`src/rtl/uart_pkg.sv`:
```
// Shared types and helpers for the RS232 UART blocks.
// Holds the receiver state encoding, parity modes and the oversampling divider calculation.
package uart_pkg;

    typedef enum logic [2:0] {
        IDLE,
        START,
        DATA,
        PARITY,
        STOP,
        BREAK
    } state_t;

    localparam int PAR_NONE = 0;
    localparam int PAR_ODD  = 1;
    localparam int PAR_EVEN = 2;

    // Rounded clocks per 1/16-bit tick.
    function automatic int calc_os_div(input int clk_hz, input int baud);
        return (clk_hz + baud * 8) / (baud * 16);
    endfunction

endpackage

```
`src/rtl/uart_baud_tick.sv`:
```
// Oversampling tick generator: one-cycle pulse every DIV clocks.
// A synchronous restart realigns the phase to the current edge.
module uart_baud_tick #(
    parameter int DIV = 27
) (
    input  logic clock,
    input  logic reset,
    input  logic restart,
    output logic tick
);

    localparam int            W    = (DIV > 1) ? $clog2(DIV) : 1;
    localparam logic [W-1:0]  LAST = W'(DIV - 1);

    logic [W-1:0] cnt;

    always_ff @(posedge clock or posedge reset) begin
        if (reset) begin
            cnt <= '0;
        end else if (restart || cnt == LAST) begin
            cnt <= '0;
        end else begin
            cnt <= cnt + W'(1);
        end
    end

    assign tick = (cnt == LAST);

endmodule

```
`src/rtl/uart_rx_framer.sv`:
```
// 16x oversampled UART receiver with a one-entry holding register.
// Delivers every frame, including errored ones, and flags framing, parity and overrun errors.
module uart_rx_framer #(
    parameter int CLK_HZ    = 50000000,
    parameter int BAUD      = 115200,
    parameter int DATA_BITS = 8,
    parameter int PARITY    = 0,
    parameter int OS_DIV    = uart_pkg::calc_os_div(CLK_HZ, BAUD)
) (
    input  logic       CLOCK_50,
    input  logic       reset,
    input  logic       UART_RXD,
    output logic [7:0] rx_data,
    output logic       rx_valid,
    input  logic       rx_ready,
    output logic       rx_frame_err,
    output logic       rx_parity_err,
    output logic       rx_overrun,
    output logic       rx_busy
);

    import uart_pkg::*;

    logic       rxd_meta;
    logic       rxd_s;
    state_t     state;
    state_t     state_next;
    logic       tick;
    logic       restart;
    logic       at_point;
    logic       frame_done;
    logic [3:0] tick_cnt;
    logic [2:0] bit_idx;
    logic [7:0] shreg;
    logic       par_bit;
    logic       par_err_c;

    always_ff @(posedge CLOCK_50 or posedge reset) begin
        if (reset) begin
            rxd_meta <= 1'b1;
            rxd_s    <= 1'b1;
        end else begin
            rxd_meta <= UART_RXD;
            rxd_s    <= rxd_meta;
        end
    end

    uart_baud_tick #(.DIV(OS_DIV)) u_tick (
        .clock   (CLOCK_50),
        .reset   (reset),
        .restart (restart),
        .tick    (tick)
    );

    // START samples at mid-bit (8 ticks); every later bit is a full 16 ticks on.
    assign at_point = tick && (tick_cnt == ((state == START) ? 4'd7 : 4'd15));

    always_ff @(posedge CLOCK_50 or posedge reset) begin
        if (reset) begin
            state <= IDLE;
        end else begin
            state <= state_next;
        end
    end

    always_comb begin
        state_next = state;
        restart    = 1'b0;
        frame_done = 1'b0;
        case (state)
            IDLE: begin
                if (!rxd_s) begin
                    state_next = START;
                    restart    = 1'b1;
                end
            end
            START: begin
                if (at_point) begin
                    state_next = rxd_s ? IDLE : DATA;
                end
            end
            DATA: begin
                if (at_point && bit_idx == 3'(DATA_BITS - 1)) begin
                    state_next = (PARITY != PAR_NONE) ? uart_pkg::PARITY : STOP;
                end
            end
            uart_pkg::PARITY: begin
                if (at_point) begin
                    state_next = STOP;
                end
            end
            STOP: begin
                if (at_point) begin
                    frame_done = 1'b1;
                    state_next = rxd_s ? IDLE : BREAK;
                end
            end
            BREAK: begin
                if (rxd_s) begin
                    state_next = IDLE;
                end
            end
            default: state_next = IDLE;
        endcase
    end

    always_ff @(posedge CLOCK_50 or posedge reset) begin
        if (reset) begin
            tick_cnt <= '0;
            bit_idx  <= '0;
            shreg    <= '0;
            par_bit  <= 1'b0;
        end else begin
            if (restart || at_point) begin
                tick_cnt <= '0;
            end else if (tick) begin
                tick_cnt <= tick_cnt + 4'd1;
            end
            if (state == START) begin
                bit_idx <= '0;
                shreg   <= '0;
            end else if (state == DATA && at_point) begin
                bit_idx        <= bit_idx + 3'd1;
                shreg[bit_idx] <= rxd_s;
            end
            if (state == uart_pkg::PARITY && at_point) begin
                par_bit <= rxd_s;
            end
        end
    end

    // Odd parity expects the data+parity XOR to be 1, even expects 0.
    assign par_err_c = (PARITY != PAR_NONE) &&
                       ((^shreg ^ par_bit) != (PARITY == PAR_ODD));

    always_ff @(posedge CLOCK_50 or posedge reset) begin
        if (reset) begin
            rx_data       <= '0;
            rx_valid      <= 1'b0;
            rx_frame_err  <= 1'b0;
            rx_parity_err <= 1'b0;
            rx_overrun    <= 1'b0;
        end else begin
            if (frame_done) begin
                if (!rx_valid || rx_ready) begin
                    rx_valid      <= 1'b1;
                    rx_data       <= shreg;
                    rx_frame_err  <= !rxd_s;
                    rx_parity_err <= par_err_c;
                end else begin
                    rx_overrun <= 1'b1;
                end
            end else if (rx_valid && rx_ready) begin
                rx_valid <= 1'b0;
            end
            if (rx_valid && rx_ready) begin
                rx_overrun <= 1'b0;
            end
        end
    end

    assign rx_busy = (state != IDLE);

endmodule

```
`config.mk`:
```
export PLATFORM = sky130hd
export DESIGN_NAME = uart_rx_framer
export DESIGN_NICKNAME = d
export VERILOG_FILES = /design/src/rtl/uart_pkg.sv /design/src/rtl/uart_baud_tick.sv /design/src/rtl/uart_rx_framer.sv
export SDC_FILE = /design/constraint.sdc
export NUM_CORES = 1
export LEC_CHECK = 0
export BUFFER_PORTS_ARGS = -buffer_cell sky130_fd_sc_hd__buf_2
export CAP_MARGIN = 5
export CORE_ASPECT_RATIO = 1.1
export CORE_UTILIZATION = 50
export CTS_BUF_LIST = sky130_fd_sc_hd__clkbuf_4 sky130_fd_sc_hd__clkbuf_8
export CTS_CLUSTER_DIAMETER = 40
export DETAILED_ROUTE_END_ITERATION = 10
export GPL_TIMING_DRIVEN = 0
export PLACE_DENSITY = 0.72
export SETUP_SLACK_MARGIN = 0.02
export SLEW_MARGIN = 10
export SYNTH_ARGS = -nofsm -noshare
export SYNTH_HDL_FRONTEND = slang
export SYNTH_SLANG_ARGS = --single-unit
```
`constraint.sdc`:
```
create_clock -name CLOCK_50 -period 2.3 [get_ports CLOCK_50]
set_input_delay 0.345 -clock CLOCK_50 [delete_from_list [all_inputs] [get_ports CLOCK_50]]
set_output_delay 0.345 -clock CLOCK_50 [all_outputs]
set_load 0.01 [all_outputs]
```
After elaboration in Yosys (flattened, before gate mapping)
Index checks and enable logic that the tools add are counted.
- $add $sub $neg: 3
- $lt $le $gt $ge: 2
- equality and inequality tests: 16
- mux-type cells: 30
- reduce and logical (&&, ||, !) cells: 19
- operator list (cell ; number):
    $mux W3 ; 9
    $pmux W3 S6 ; 1
    $mux W8 ; 2
    $mux W4 ; 3
    $ne A2 B2 Y1 const B ; 6
    $mux W1 ; 11
    $eq A3 B3 Y1 const B ; 3
    $bwmux W8 ; 1
    $eq A3 B2 Y1 const B ; 2
    $reduce_and A2 Y1 ; 3
    $reduce_and A6 Y1 ; 1
    $reduce_bool A2 Y1 ; 3
    $add A5 B1 Y5 const B ; 1
    $eq A5 B5 Y1 const B ; 1
    $logic_and A1 B1 Y1 ; 5
    $mux W5 ; 1
    $add A4 B1 Y4 const B ; 1
    $eq A4 B4 Y1 ; 1
    $lt A3 B4 Y1 const B ; 1
    $ne A2 B1 Y1 const B ; 2
    $add A3 B1 Y3 const B ; 1
    $demux W1 S3 ; 1
    $eq A3 B1 Y1 const B ; 1
    $ge A3 B1 Y1 const B ; 1
    other kinds (5) ; 8
- register bits after elaboration: 36
- input port bits: 4
- output and inout port bits: 13
- logic and storage cells: 81

Depth between registers and ports, before layout
- word-level depth: 8
- depth in mapped cells: 7
- mapped depth without buffers: 6

By module
From an unflattened synthesis, not the netlist that was laid out.
- cells, all modules: 164
- area total of the unflattened synthesis: 1884.3 um^2
- modules (own cells, without submodules) (module ; instances ; cells an instance ; area each (um^2) ; sequential area each (um^2)):
    uart_rx_framer ; 1 ; 141 ; 1596.5 ; 778.2
    uart_baud_tick ; 1 ; 23 ; 287.8 ; 125.1

Least setup slack after synthesis
OpenSTA, ideal clock, no wires.
- kind: register to register
- from: reg u_tick.cnt[0]
- to: reg rx_data[0]
- library setup time: 0.125 ns
- arrival time: 1.885 ns
- required time: 2.175 ns
- slack: 0.290 ns
- cell stages (with the launch flop): 7
- buffers on the path: 0
- period minus slack after synthesis: 2.010 ns
- cell sequence: dfrtp_1 inv_1 ha_1 and4b_1 nand2_1 a2111oi_4 mux2_2
- longest elaborated chain between the ends: 5
- RTL lines (what ; line ; text):
    from (decl) ; uart_baud_tick.sv:15 ; logic [W-1:0] cnt;
    from (signal assigned) ; uart_baud_tick.sv:23 ; cnt <= cnt + W'(1);
    $eq A5 B5 Y1 ; uart_baud_tick.sv:27 ; assign tick = (cnt == LAST);
    $logic_and A1 B1 Y1 ; uart_rx_framer.sv:56 ; assign at_point = tick && (tick_cnt == ((state == START) ? 4'd7 : 4'd15));
    $mux W1 ; uart_rx_framer.sv:93 ; if (at_point) begin
    $mux W1 ; uart_rx_framer.sv:70 ; case (state)
    $reduce_and A2 Y1 (no line) ; n/a ;
    to (signal assigned) ; uart_rx_framer.sv:147 ; rx_data <= shreg;
    to (decl) ; uart_rx_framer.sv:13 ; output logic [7:0] rx_data,
Every way passes these cells.
A chain may end at the register's enable or synchronous reset.

Final worst setup path
- from: reg u_tick.cnt[0]
- to: reg rx_data[3]
Same word-level chain as after synthesis.

==> flow_summary.json <==
{
  "rsz0062_at_grt": "no",
  "ys.flop_type": "dfrtp_1",
  "met2_length_mm": 1.501,
  "synth-adder-area-share_pct": 3.589,
  "synth_top_family_by_area": "simple AND/OR/NAND/NOR gates",
  "h-tree-depth": 2,
  "synth_xor_area_share_pct": 4.523,
  "synthArstFlopShare_pct": 100.0,
  "layout-drive-gt1-share_pct": 24.60,
  "antenna_found_initial": 0,
  "syn_nets": 169,
  "cp.arrival_ps": 2360,
  "hpwl_mm": 2.148,
  "max_freq_mhz": 468.1,
  "yosys.area.top_type": "dfrtp_1",
  "r2r_start": "u_tick.cnt[0]",
  "antenna_left": 0,
  "synth_compound_area_share_pct": 9.978,
  "hold_depth": 1,
  "status": "finished, final reports clean",
  "cp_max_fo": 9,
  "powerDensity_nw_per_um2": 506.5,
  "area_delta_synth_final_pct": 12.78,
  "synthMuxAreaShare_pct": 8.615,
  "critPathKind": "reg2reg",
  "grt_start_max_net_pins": 37,
  "route.detailed.drc": 0,
  "r2r_cells": 7,
  "synth_edf_count": 0,
  "totalPowerFinal_mw": 0.9956,
  "synthTopCellsByCount": "dfrtp_1 (34), nand2_1 (16), nor2_1 (14), inv_1 (8), mux2_2 (8)",
  "drv_cap": 0,
  "cts_tree": "yes",
  "grt_pass1_vias": 1179,
  "finalSetupViolCount": 0,
  "rows": 22,
  "ctsHoldBuffers": 0,
  "drtIter0Drc": 35,
  "synth_cells": 160,
  "grt_first_pass_wirelength_mm": 5.285,
  "reg2reg_slack_ps": 160,
  "wl_met1_mm": 1.379,
  "diodes": 0,
  "critPathRequiredTime_ps": 2530,
  "vias": 1261,
  "synth_simple_gate_area_share_pct": 17.09,
  "leakagePower_nw": 0.9230,
  "cts_buffers": 5,
  "wl_per_cell_um": 13.00,
  "netlist_top_cells_area": "dfrtp_1 (49%), mux2_2 (5.2%), ha_1 (3.6%)",
  "yosysSeqAreaShare_pct": 51.83,
  "route.met3.wl_um": 119,
  "hold_end": "rxd_meta",
  "synth_warnings": 0,
  "highest_layer": "met4",
  "clk_pin_slew_ps": 100,
  "grt-ovfl-total": 0,
  "grtUsageTotal_pct": 18.98,
  "start_kind": "register",
  "ios": 17,
  "nets": 195,
  "worstHoldStart": "UART_RXD",
  "cts_root_buf": "clkbuf_4",
  "start_util_pct": 52.33,
  "avgSynthCellArea_um2": 10.89,
  "cts_buffer_depth": 2,
  "final.setup_skew_ps": 10.19,
  "insertion_delay_ps": 340,
  "dp_slack_ps": -6.780,
  "fp.dieH_um": 63.92,
  "gp_congestion": 0.8467,
  "synth.most_common_cell": "dfrtp_1",
  "core_um2": 3331,
  "synth_area_um2": 1743,
  "hold_class": "in2reg",
  "ir_worst_vdd_uv": 269.0,
  "yosysUniqueCellTypes": 43,
  "ys_ff_latch": 36,
  "drtPass1Iterations": 6,
  "r2r-end": "rx_data[3]",
  "cp-end-kind": "register",
  "numPlacedInstances": 223,
  "setup_ws_ps": 163.7,
  "stdcell_count": 235,
  "fin_crit_sh_pct": 92.88,
  "die-area_um2": 3726,
  "slew_violations": 0,
  "routed_wl_mm": 3.056,
  "tightestPinTransition_ps": 902.2,
  "utilization_pct": 59.02,
  "die_w_um": 58.30,
  "portBuffers": 15,
  "min_period_ps": 2136,
  "vias_per_cell": 5.366,
  "max_slew_margin_pct": 39.30,
  "synth_top_area_share_pct": 48.82,
  "cts.sinks": 36,
  "final_hold_viol_count": 0
}
[registers in the layout, summed over array words and instances, names as in the netlist]
| signal | count |
|---|---|
| rx_data | 8 |
| shreg | 8 |
| u_tick.cnt | 5 |
| tick_cnt | 4 |
| bit_idx | 3 |
| state | 3 |
| rx_frame_err | 1 |
| rx_overrun | 1 |
| rx_valid | 1 |
| rxd_meta | 1 |
| rxd_s | 1 |
[final cells by class]
| cell class | count | area, µm² |
|---|---|---|
| fill | 294 | 1365 |
| sequential | 36 | 903.4 |
| multi-input combinational | 108 | 767.0 |
| timing repair buffer | 19 | 105.1 |
| tap | 48 | 60.06 |
| clock buffer | 7 | 52.55 |
| buffer | 8 | 42.54 |
| inverter | 8 | 30.03 |
| clock inverter | 1 | 5.005 |
[kinds of logic (layout without fill, tap and decap cells)]
| family | after synthesis | in the layout |
|---|---|---|
| fa+ha+maj | 5 | 5 |
| xor+xnor | 9 | 9 |
| other cells | 1 | 1 |
| buf+inv | 16 | 43 |
| flops | 36 | 36 |
| simple gates | 58 | 58 |
| mux | 14 | 14 |
| compound gates | 21 | 21 |
[critical path, stage by stage, from the launching register on]
cell	delay, ps
dfrtp_1	420
inv_1	70
ha_1	170
and4b_1	300
nand2_1	160
a2111oi_4	330
buf_4	230
mux2_2	350
[stage by stage]
step                setup TNS, ps  instance area, µm²  hold WS [ps]
finish                          0                1966         96.13
floorplan                       0                1743         345.2
global placement                0                1878         346.6
CTS                             0                1936         79.34
detailed placement         -13.02                1878         347.5
global route                    0                1966         74.31
[repair_timing]
action | 4_1_cts | 5_1_grt
pin swaps | 1 | 1
setup endpoints to repair | 8 | 11
resized for setup | 0 | 0
buffers inserted | 0 | 4
endpoints found under the hold margin | 0 | 0
[report_power, final]
part | switching (mW) | internal, mW | leakage, nW
Sequential | 0.00229 | 0.636 | 0.466
Combinational | 0.0144 | 0.00342 | 0.421
Clock | 0.197 | 0.143 | 0.0361
[how the worst max path moves through the flow]
stage / cells after the start / to / start / slack (ps)
2_1_floorplan: 6 / rx_data[0] / u_tick.cnt[0] / 290
3_3_place_gp: 6 / rx_data[7] / u_tick.cnt[0] / 60
3_5_place_dp: 6 / rx_data[3] / u_tick.cnt[0] / -7
4_1_cts: 6 / rx_data[3] / u_tick.cnt[0] / 40
5_1_grt: 7 / shreg[1] / u_tick.cnt[0] / 50
6_report: 7 / rx_data[3] / u_tick.cnt[0] / 160
[per-layer routing]
metal,vias up,track usage (%)
met5,-,0
met4,0,8.036
met3,8,5.466
met2,24,29.60
met1,614,24.56
li1,615,-
[cells in the final DEF (no fill, tap or decap), types with 2 or more instances in the layout]
cell / count
dfrtp_1: 34
nand2_1: 16
nor3b_1: 2
o311ai_0: 2
nand4_1: 2
inv_1: 7
or3_1: 2
xnor2_1: 4
mux2_2: 8
nor2_1: 14
o41ai_1: 2
dfstp_2: 2
ha_1: 5
buf_4: 5
o21ai_0: 3
mux2i_1: 6
a21oi_1: 2
nor3_1: 4
clkbuf_4: 7
or3b_2: 2
o211ai_1: 2
nand3_1: 5
xor2_1: 5
o31ai_1: 3
nor4_1: 3
o22ai_1: 2
clkbuf_1: 4
buf_2: 16
(Power assumes the default switching activity.)
